$ cat config.mk
export PLATFORM = sky130hd
export DESIGN_NAME = snax_exercise_csrman
export DESIGN_NICKNAME = d
export VERILOG_FILES = /design/src/rtl/snax_exercise_pkg.sv /design/src/rtl/snax_exercise_csrman.sv
export SDC_FILE = /design/constraint.sdc
export NUM_CORES = 1
export LEC_CHECK = 0
export CORE_MARGIN = 4
export CORE_UTILIZATION = 30
export CTS_BUF_LIST = sky130_fd_sc_hd__clkbuf_4
export DETAILED_ROUTE_END_ITERATION = 12
export PLACE_DENSITY_LB_ADDON = 0.25
export SLEW_MARGIN = 0
export SYNTH_ARGS = -nofsm -noshare
export SYNTH_HDL_FRONTEND = slang
export SYNTH_SLANG_ARGS = --single-unit
$ cat constraint.sdc
create_clock -name clk_i -period 4.9 [get_ports clk_i]
set_input_delay 0.98 -clock clk_i [delete_from_list [all_inputs] [get_ports clk_i]]
set_output_delay 0.98 -clock clk_i [all_outputs]
set_load 0.02 [all_outputs]
$ cat src/rtl/snax_exercise_pkg.sv
// Shared constants for the SNAX exercise CSR manager: CSR index map,
// register counts and the commit FSM state type.
package snax_exercise_pkg;

  // Read/write shadow registers, forwarded to the accelerator on commit
  localparam int unsigned CsrIdxUpper = 0;
  localparam int unsigned CsrIdxLower = 1;
  localparam int unsigned CsrIdxLen   = 2;
  localparam int unsigned CsrIdxStart = 3;

  // Read-only status registers, sampled live from the accelerator
  localparam int unsigned CsrIdxBusy      = 4;
  localparam int unsigned CsrIdxPerfCount = 5;

  localparam int unsigned NumRwCsr = 4;
  localparam int unsigned NumRoCsr = 2;

  // IDLE: no commit outstanding. COMMIT: register set offered to the accelerator.
  typedef enum logic [0:0] {
    StateIdle   = 1'b0,
    StateCommit = 1'b1
  } csrman_state_e;

endpackage : snax_exercise_pkg

$ cat src/rtl/snax_exercise_csrman.sv
// CSR manager for the SNAX exercise accelerator. Holds four RW shadow
// registers, offers them to the accelerator through a valid/ready commit
// handshake triggered by a write to the start CSR, and answers core reads
// through a single-entry response slot.
module snax_exercise_csrman
  import snax_exercise_pkg::*;
#(
  parameter int unsigned RegDataWidth = 32,
  parameter int unsigned RegAddrWidth = 32
) (
  input  logic                    clk_i,
  input  logic                    rst_ni,

  input  logic [RegAddrWidth-1:0] csr_req_addr_i,
  input  logic [RegDataWidth-1:0] csr_req_data_i,
  input  logic                    csr_req_write_i,
  input  logic                    csr_req_valid_i,
  output logic                    csr_req_ready_o,

  output logic [RegDataWidth-1:0] csr_rsp_data_o,
  output logic                    csr_rsp_valid_o,
  input  logic                    csr_rsp_ready_i,

  output logic [RegDataWidth-1:0] csr_rw_reg_upper_o,
  output logic [RegDataWidth-1:0] csr_rw_reg_lower_o,
  output logic [RegDataWidth-1:0] csr_rw_reg_len_o,
  output logic [RegDataWidth-1:0] csr_rw_reg_start_o,
  output logic                    csr_rw_reg_valid_o,
  input  logic                    csr_rw_reg_ready_i,

  input  logic [RegDataWidth-1:0] csr_ro_reg_busy_i,
  input  logic [RegDataWidth-1:0] csr_ro_reg_perf_count_i
);

  csrman_state_e r_state;

  logic [RegDataWidth-1:0] r_upper;
  logic [RegDataWidth-1:0] r_lower;
  logic [RegDataWidth-1:0] r_len;
  logic [RegDataWidth-1:0] r_start;

  logic [RegDataWidth-1:0] r_rsp_data;
  logic                    r_rsp_valid;

  logic                    w_req_ready;
  logic                    w_accept;
  logic                    w_accept_write;
  logic                    w_accept_read;
  logic                    w_addr_upper;
  logic                    w_addr_lower;
  logic                    w_addr_len;
  logic                    w_addr_start;
  logic                    w_addr_busy;
  logic                    w_addr_perf;
  logic [RegDataWidth-1:0] w_read_data;

  // Address decode; anything outside 0..5 decodes to nothing
  assign w_addr_upper = (csr_req_addr_i == RegAddrWidth'(CsrIdxUpper));
  assign w_addr_lower = (csr_req_addr_i == RegAddrWidth'(CsrIdxLower));
  assign w_addr_len   = (csr_req_addr_i == RegAddrWidth'(CsrIdxLen));
  assign w_addr_start = (csr_req_addr_i == RegAddrWidth'(CsrIdxStart));
  assign w_addr_busy  = (csr_req_addr_i == RegAddrWidth'(CsrIdxBusy));
  assign w_addr_perf  = (csr_req_addr_i == RegAddrWidth'(CsrIdxPerfCount));

  // Writes wait while a commit is outstanding so the offered register set
  // cannot change under the accelerator; reads wait only for a free slot.
  assign w_req_ready = (!csr_req_write_i || (r_state == StateIdle)) &&
                       (csr_req_write_i || !r_rsp_valid || csr_rsp_ready_i);

  assign w_accept       = csr_req_valid_i && w_req_ready;
  assign w_accept_write = w_accept && csr_req_write_i;
  assign w_accept_read  = w_accept && !csr_req_write_i;

  // Read data mux: shadows, live RO status, zero for unmapped indices
  always_comb begin
    w_read_data = '0;
    if (w_addr_upper)     w_read_data = r_upper;
    else if (w_addr_lower) w_read_data = r_lower;
    else if (w_addr_len)   w_read_data = r_len;
    else if (w_addr_start) w_read_data = r_start;
    else if (w_addr_busy)  w_read_data = csr_ro_reg_busy_i;
    else if (w_addr_perf)  w_read_data = csr_ro_reg_perf_count_i;
  end

  // Shadow register updates on accepted writes; RO and unmapped writes are dropped
  always_ff @(posedge clk_i or negedge rst_ni) begin
    if (!rst_ni) begin
      r_upper <= '0;
      r_lower <= '0;
      r_len   <= '0;
      r_start <= '0;
    end else if (w_accept_write) begin
      if (w_addr_upper) r_upper <= csr_req_data_i;
      if (w_addr_lower) r_lower <= csr_req_data_i;
      if (w_addr_len)   r_len   <= csr_req_data_i;
      if (w_addr_start) r_start <= csr_req_data_i;
    end
  end

  // Commit FSM: a start write launches a commit, accelerator ready retires it
  always_ff @(posedge clk_i or negedge rst_ni) begin
    if (!rst_ni) begin
      r_state <= StateIdle;
    end else begin
      case (r_state)
        StateIdle: begin
          if (w_accept_write && w_addr_start) r_state <= StateCommit;
        end
        StateCommit: begin
          if (csr_rw_reg_ready_i) r_state <= StateIdle;
        end
        default: r_state <= StateIdle;
      endcase
    end
  end

  // Single-entry response slot: load on read accept, drain on response handshake
  always_ff @(posedge clk_i or negedge rst_ni) begin
    if (!rst_ni) begin
      r_rsp_valid <= 1'b0;
      r_rsp_data  <= '0;
    end else if (w_accept_read) begin
      r_rsp_valid <= 1'b1;
      r_rsp_data  <= w_read_data;
    end else if (csr_rsp_ready_i) begin
      r_rsp_valid <= 1'b0;
    end
  end

  assign csr_req_ready_o    = w_req_ready;
  assign csr_rsp_data_o     = r_rsp_data;
  assign csr_rsp_valid_o    = r_rsp_valid;
  assign csr_rw_reg_upper_o = r_upper;
  assign csr_rw_reg_lower_o = r_lower;
  assign csr_rw_reg_len_o   = r_len;
  assign csr_rw_reg_start_o = r_start;
  assign csr_rw_reg_valid_o = (r_state == StateCommit);

endmodule : snax_exercise_csrman
# [After elaboration in Yosys (flattened, before gate mapping)]
# Cells that the tools add are included.
# Widths: inputs -> output; s select.
[op_classes] n_div=0 bitwise_logic=1 muxes=11 order_cmp=0 n_eq_ne=5 n_reduce_logical=16 addsub=0 n_mul=0 shifts=0
[ops] op="$mux 32" count=6
[ops] op="$eq 32x2->1 const B" count=2
[ops] op="$eq 32x3->1 const B" count=2
[ops] op="$eq 32x1->1 const B" count=1
[ops] op="$logic_not 32->1" count=1
[ops] op="$reduce_and 2->1" count=4
[ops] op="$logic_and 1x1->1" count=5
[ops] op="$mux 1" count=4
[ops] op="$logic_or 1x1->1" count=3
[ops] op="$logic_not 1->1" count=2
[ops] op="$pmux 1 s2" count=1
[ops] op="$reduce_bool 2->1" count=1
[ops] op="$not 1->1" count=1
[word_totals] rom_bits=0 in_bits=134 out_inout_bits=163 memories=0 regBits=162 latchBits=0 ramBits=0

# [Depth between registers and ports, before layout]
[logic_depth] depth_word=9 mapped_depth=8

# [Least setup slack after synthesis]
# No wires, ideal clock.
[synth_timing] path_kind="input-to-reg" start="input port csr_req_addr_i[16]" end="register r_len[10] (netlist: csr_rw_reg_len_o[10])" stages=6 setup_slack_ps=1914 arrival_time_ps=2861 setup_ps=125 cell_sequence="or4_4 or4_4 and4b_1 buf_6 buf_12 mux2_4"
[synth_via] elab_chain_len=2
[synth_rtl] element="start: declaration" line="snax_exercise_csrman.sv:14" text="input logic [RegAddrWidth-1:0] csr_req_addr_i,"
[synth_rtl] element="$eq 32x2->1" line="snax_exercise_csrman.sv:60" text="assign w_addr_len = (csr_req_addr_i == RegAddrWidth'(CsrIdxLen));"
[synth_rtl] element="$reduce_and 2->1 (no source line)"
[synth_rtl] element="end signal: assignment" line="snax_exercise_csrman.sv:95" text="if (w_addr_len) r_len <= csr_req_data_i;"
[synth_rtl] element="end: declaration" line="snax_exercise_csrman.sv:39" text="logic [RegDataWidth-1:0] r_len;"
# No other way between the ends.
# A chain may end at the register's enable or synchronous reset.

# [Worst setup path after layout]
[layout_timing] start="input port csr_rsp_ready_i" end="output port csr_req_ready_o"
[layout_via] elab_chain_len=2
[layout_rtl] element="start: declaration" line="snax_exercise_csrman.sv:22" text="input logic csr_rsp_ready_i,"
[layout_rtl] element="$logic_or 1x1->1" line="snax_exercise_csrman.sv:68" text="(csr_req_write_i || !r_rsp_valid || csr_rsp_ready_i);"
[layout_rtl] element="$logic_and 1x1->1" line="snax_exercise_csrman.sv:67" text="assign w_req_ready = (!csr_req_write_i || (r_state == StateIdle)) &&"
[layout_rtl] element="end: declaration" line="snax_exercise_csrman.sv:18" text="output logic csr_req_ready_o,"
# No other way between the ends.

==> results.cfg <==
[outcome]
outcome = completed

[synth]
yosys-top-cells-area = dfrtp_1 (41%), mux2_4 (14%), a211oi_1 (4.7%)
synth.top_cell.area_share_pct = 41.18
syn_nets = 1070
synth_cell_type_count = 45
synth-edff-count = 0
synth.avg_cell_area_um2 = 10.52
synth_cells = 936
synth_top_area_cell = dfrtp_1
yosysSeqAreaShare_pct = 41.18
synth_warnings = 0
synth-async-reset-ratio_pct = 100.0
syn_area_mm2 = 0.009844
synth-main-ff-cell = dfrtp_1
synth.ff_latch_count = 162

[critical_path]
required_ps = 3920
critPathLaunch = csr_rsp_ready_i
reg2regPathDepth = 5
cp-end-kind = output pin
worst-endpoint-arrival_ps = 2670
critPathKind = input port to output pin
r2r_end = csr_rsp_data_o[18]
r2r_setup_slack_ps = 2210
endpoint = csr_req_ready_o
r2r-start = csr_rsp_valid_o
critPathLaunchType = input port
worstPathMaxFanout = 17

[clock_network]
clk_pin_slew_ps = 160
post-cts-setup-buffers = 0
ctsResizeCount = 0
cts_tree = yes
cts.path.max_buffers = 2
holdBufCountCts = 0
clock_sinks = 162
htree_levels = 4
clock_latency_ps = 560
root_buffer = clkbuf_4
cts_buffers = 17

[routing]
vias_per_cell = 5.337
ant_nets = 0
first_pass_iters = 5
wl_per_cell_um = 22.23
routed_wl_um = 36130
vias = 8672
drc = 0
drt_iter0_markers = 572

[timing]
skew_ps = 25.03
tns_ps = 0
slew_violations = 0
worst_pin_slew_ps = 1111
setup_viol = 0
slew_headroom_pct = 25.96
hold_viol = 0
period_share_pct = 74.39
min_period_ps = 3645
rsz0062_at_grt = false
fmax_mhz = 274.3

[global_routing]
grt_pass1_vias = 8759
grtUsageTotal_pct = 19.57
grt_max_degree = 108
grt_first_pass_wirelength_um = 54280
grt_overflow = 0
antenna_found_initial = 5

[floorplanning]
num_rows = 66
die_area_mm2 = 0.03578
ios = 297
die_h_um = 189.2
core_mm2 = 0.03245
fp.dieW_um = 189.2
initial_core_util_pct = 30.33

[placement]
port-buffer-count = 296
hpwl_um = 23890
dp.cells = 1590
globalplace.congestion = 0.8060

[power_and_ir_drop]
leakagePower_nw = 5.452
power_density_mw_per_mm2 = 194.5
ir_worst_vdd_mv = 0.1162

[job]
max_cap_violations = 0

[hold_path]
worstHoldPathType = input port to async pin

[final_layout]
drive_gt1_share_pct = 15.25
final_cells = 1625
final_nets = 1301
area_delta_synth_final_pct = 34.91
==> cell type report <==
class                   count  area, µm²
well taps                 442      553.0
fillers                  3153      19170
repair buffers            314       3146
inverters                  33      123.9
clock buffers              18      135.1
diodes                      3      7.507
flip-flops and latches    162       4054
clock inverters            14      142.6
multi-input cells         639       5120
==> per-stage QoR <==
stage | total power [W] | util (%) | setup slack [ps] | hold WS, ps | cell area [µm²]
2_1_floorplan | 0.001540 | - | 1914 | 601.6 | 9844
3_3_place_gp | 0.001752 | 40.05 | 901.5 | 500.4 | 13000
3_5_place_dp | 0.001754 | 40.05 | 857.8 | 504.2 | 13000
4_1_cts | 0.002626 | 40.90 | 1234 | 469.2 | 13270
5_1_grt | 0.002717 | 40.92 | 1163 | 498.3 | 13280
6_report | 0.002584 | 40.92 | 1255 | 494.1 | 13280
==> cells in the final DEF, fill, tap and decap left out, drive strengths merged, types with 5 or more instances in the layout <==
cell / count
a31oi: 31
nor3: 5
dfrtp: 162
nand4bb: 6
nand3b: 32
a21boi: 31
nand2: 35
clkdlybuf4s50: 292
o21ai: 62
or3: 31
a211oi: 62
nand4: 31
nand4b: 31
inv: 41
nor2: 33
clkbuf: 18
a21oi: 64
or4bb: 25
mux2: 128
buf: 22
==> cell families (layout without fill, tap and decap cells) <==
group,count (synthesis),after routing,share of synthesized area [%]
compound gates,257,257,16.10
buf+inv,135,379,7.130
flops,162,162,41.18
mux,128,128,18.07
other cells,0,3,0
simple gates,254,254,17.51
==> state kept, by name, summed over array words and instances, names as in the netlist <==
| signal | count |
|---|---|
| csr_rw_reg_lower_o | 32 |
| csr_rw_reg_valid_o | 1 |
| csr_rsp_data_o | 32 |
| csr_rw_reg_start_o | 32 |
| csr_rsp_valid_o | 1 |
| csr_rw_reg_len_o | 32 |
| csr_rw_reg_upper_o | 32 |
==> synthesized netlist by cell type (all sizes together), types with 3 or more instances <==
master	count
a211oi	62
nand4	31
nor2	33
dfrtp	162
clkbuf	82
a31oi	31
or3	31
or4bb	25
a21oi	64
nor2b	4
mux2	128
inv	33
nor4	4
a21boi	31
nand2b	3
o21ai	62
nand3b	32
or4	4
nand2	35
nand4bb	6
buf	20
nand4b	31
and4b	3
nor3	5
==> routing by layer <==
metal	wire (µm)	global-route usage, %	share of wire [%]	up-vias
met4	855	5.774	2.4	4
li1	-	-	-	3981
met3	2330	4.757	6.4	49
met2	17200	32.54	48	337
met5	21	0	0.058	-
met1	15720	25.39	44	4301
==> worst min path at each step <==
| stage | cells past startpoint | startpoint | to | slack [ps] |
|---|---|---|---|---|
| 2_1_floorplan | 2 | csr_rsp_data_o[30] | csr_rsp_data_o[30] | 600 |
| 3_3_place_gp | 1 | csr_rw_reg_start_o[12] | csr_rw_reg_start_o[12] | 500 |
| 3_5_place_dp | 1 | csr_rw_reg_start_o[14] | csr_rw_reg_start_o[14] | 500 |
| 4_1_cts | 1 | rst_ni | csr_rw_reg_start_o[1] | 470 |
| 5_1_grt | 1 | rst_ni | csr_rw_reg_start_o[1] | 500 |
| 6_report | 1 | rst_ni | csr_rw_reg_start_o[1] | 490 |
==> where the power goes <==
part	internal [W]	total, W	switching (W)
logic	0.000175	0.000391	0.000215
clock network	0.000276	0.000854	0.000578
registers	0.00134	0.00134	0.000000729
total	0.00179	0.00258	0.000794
==> critical path, cell delays in order <==
cell and delay, ps:
clkdlybuf4s50_1 450, nand2b_2 420, nor2_1 80, a21oi_1 120, clkdlybuf4s50_1 610
No activity file was read; power rests on OpenSTA's default activity.
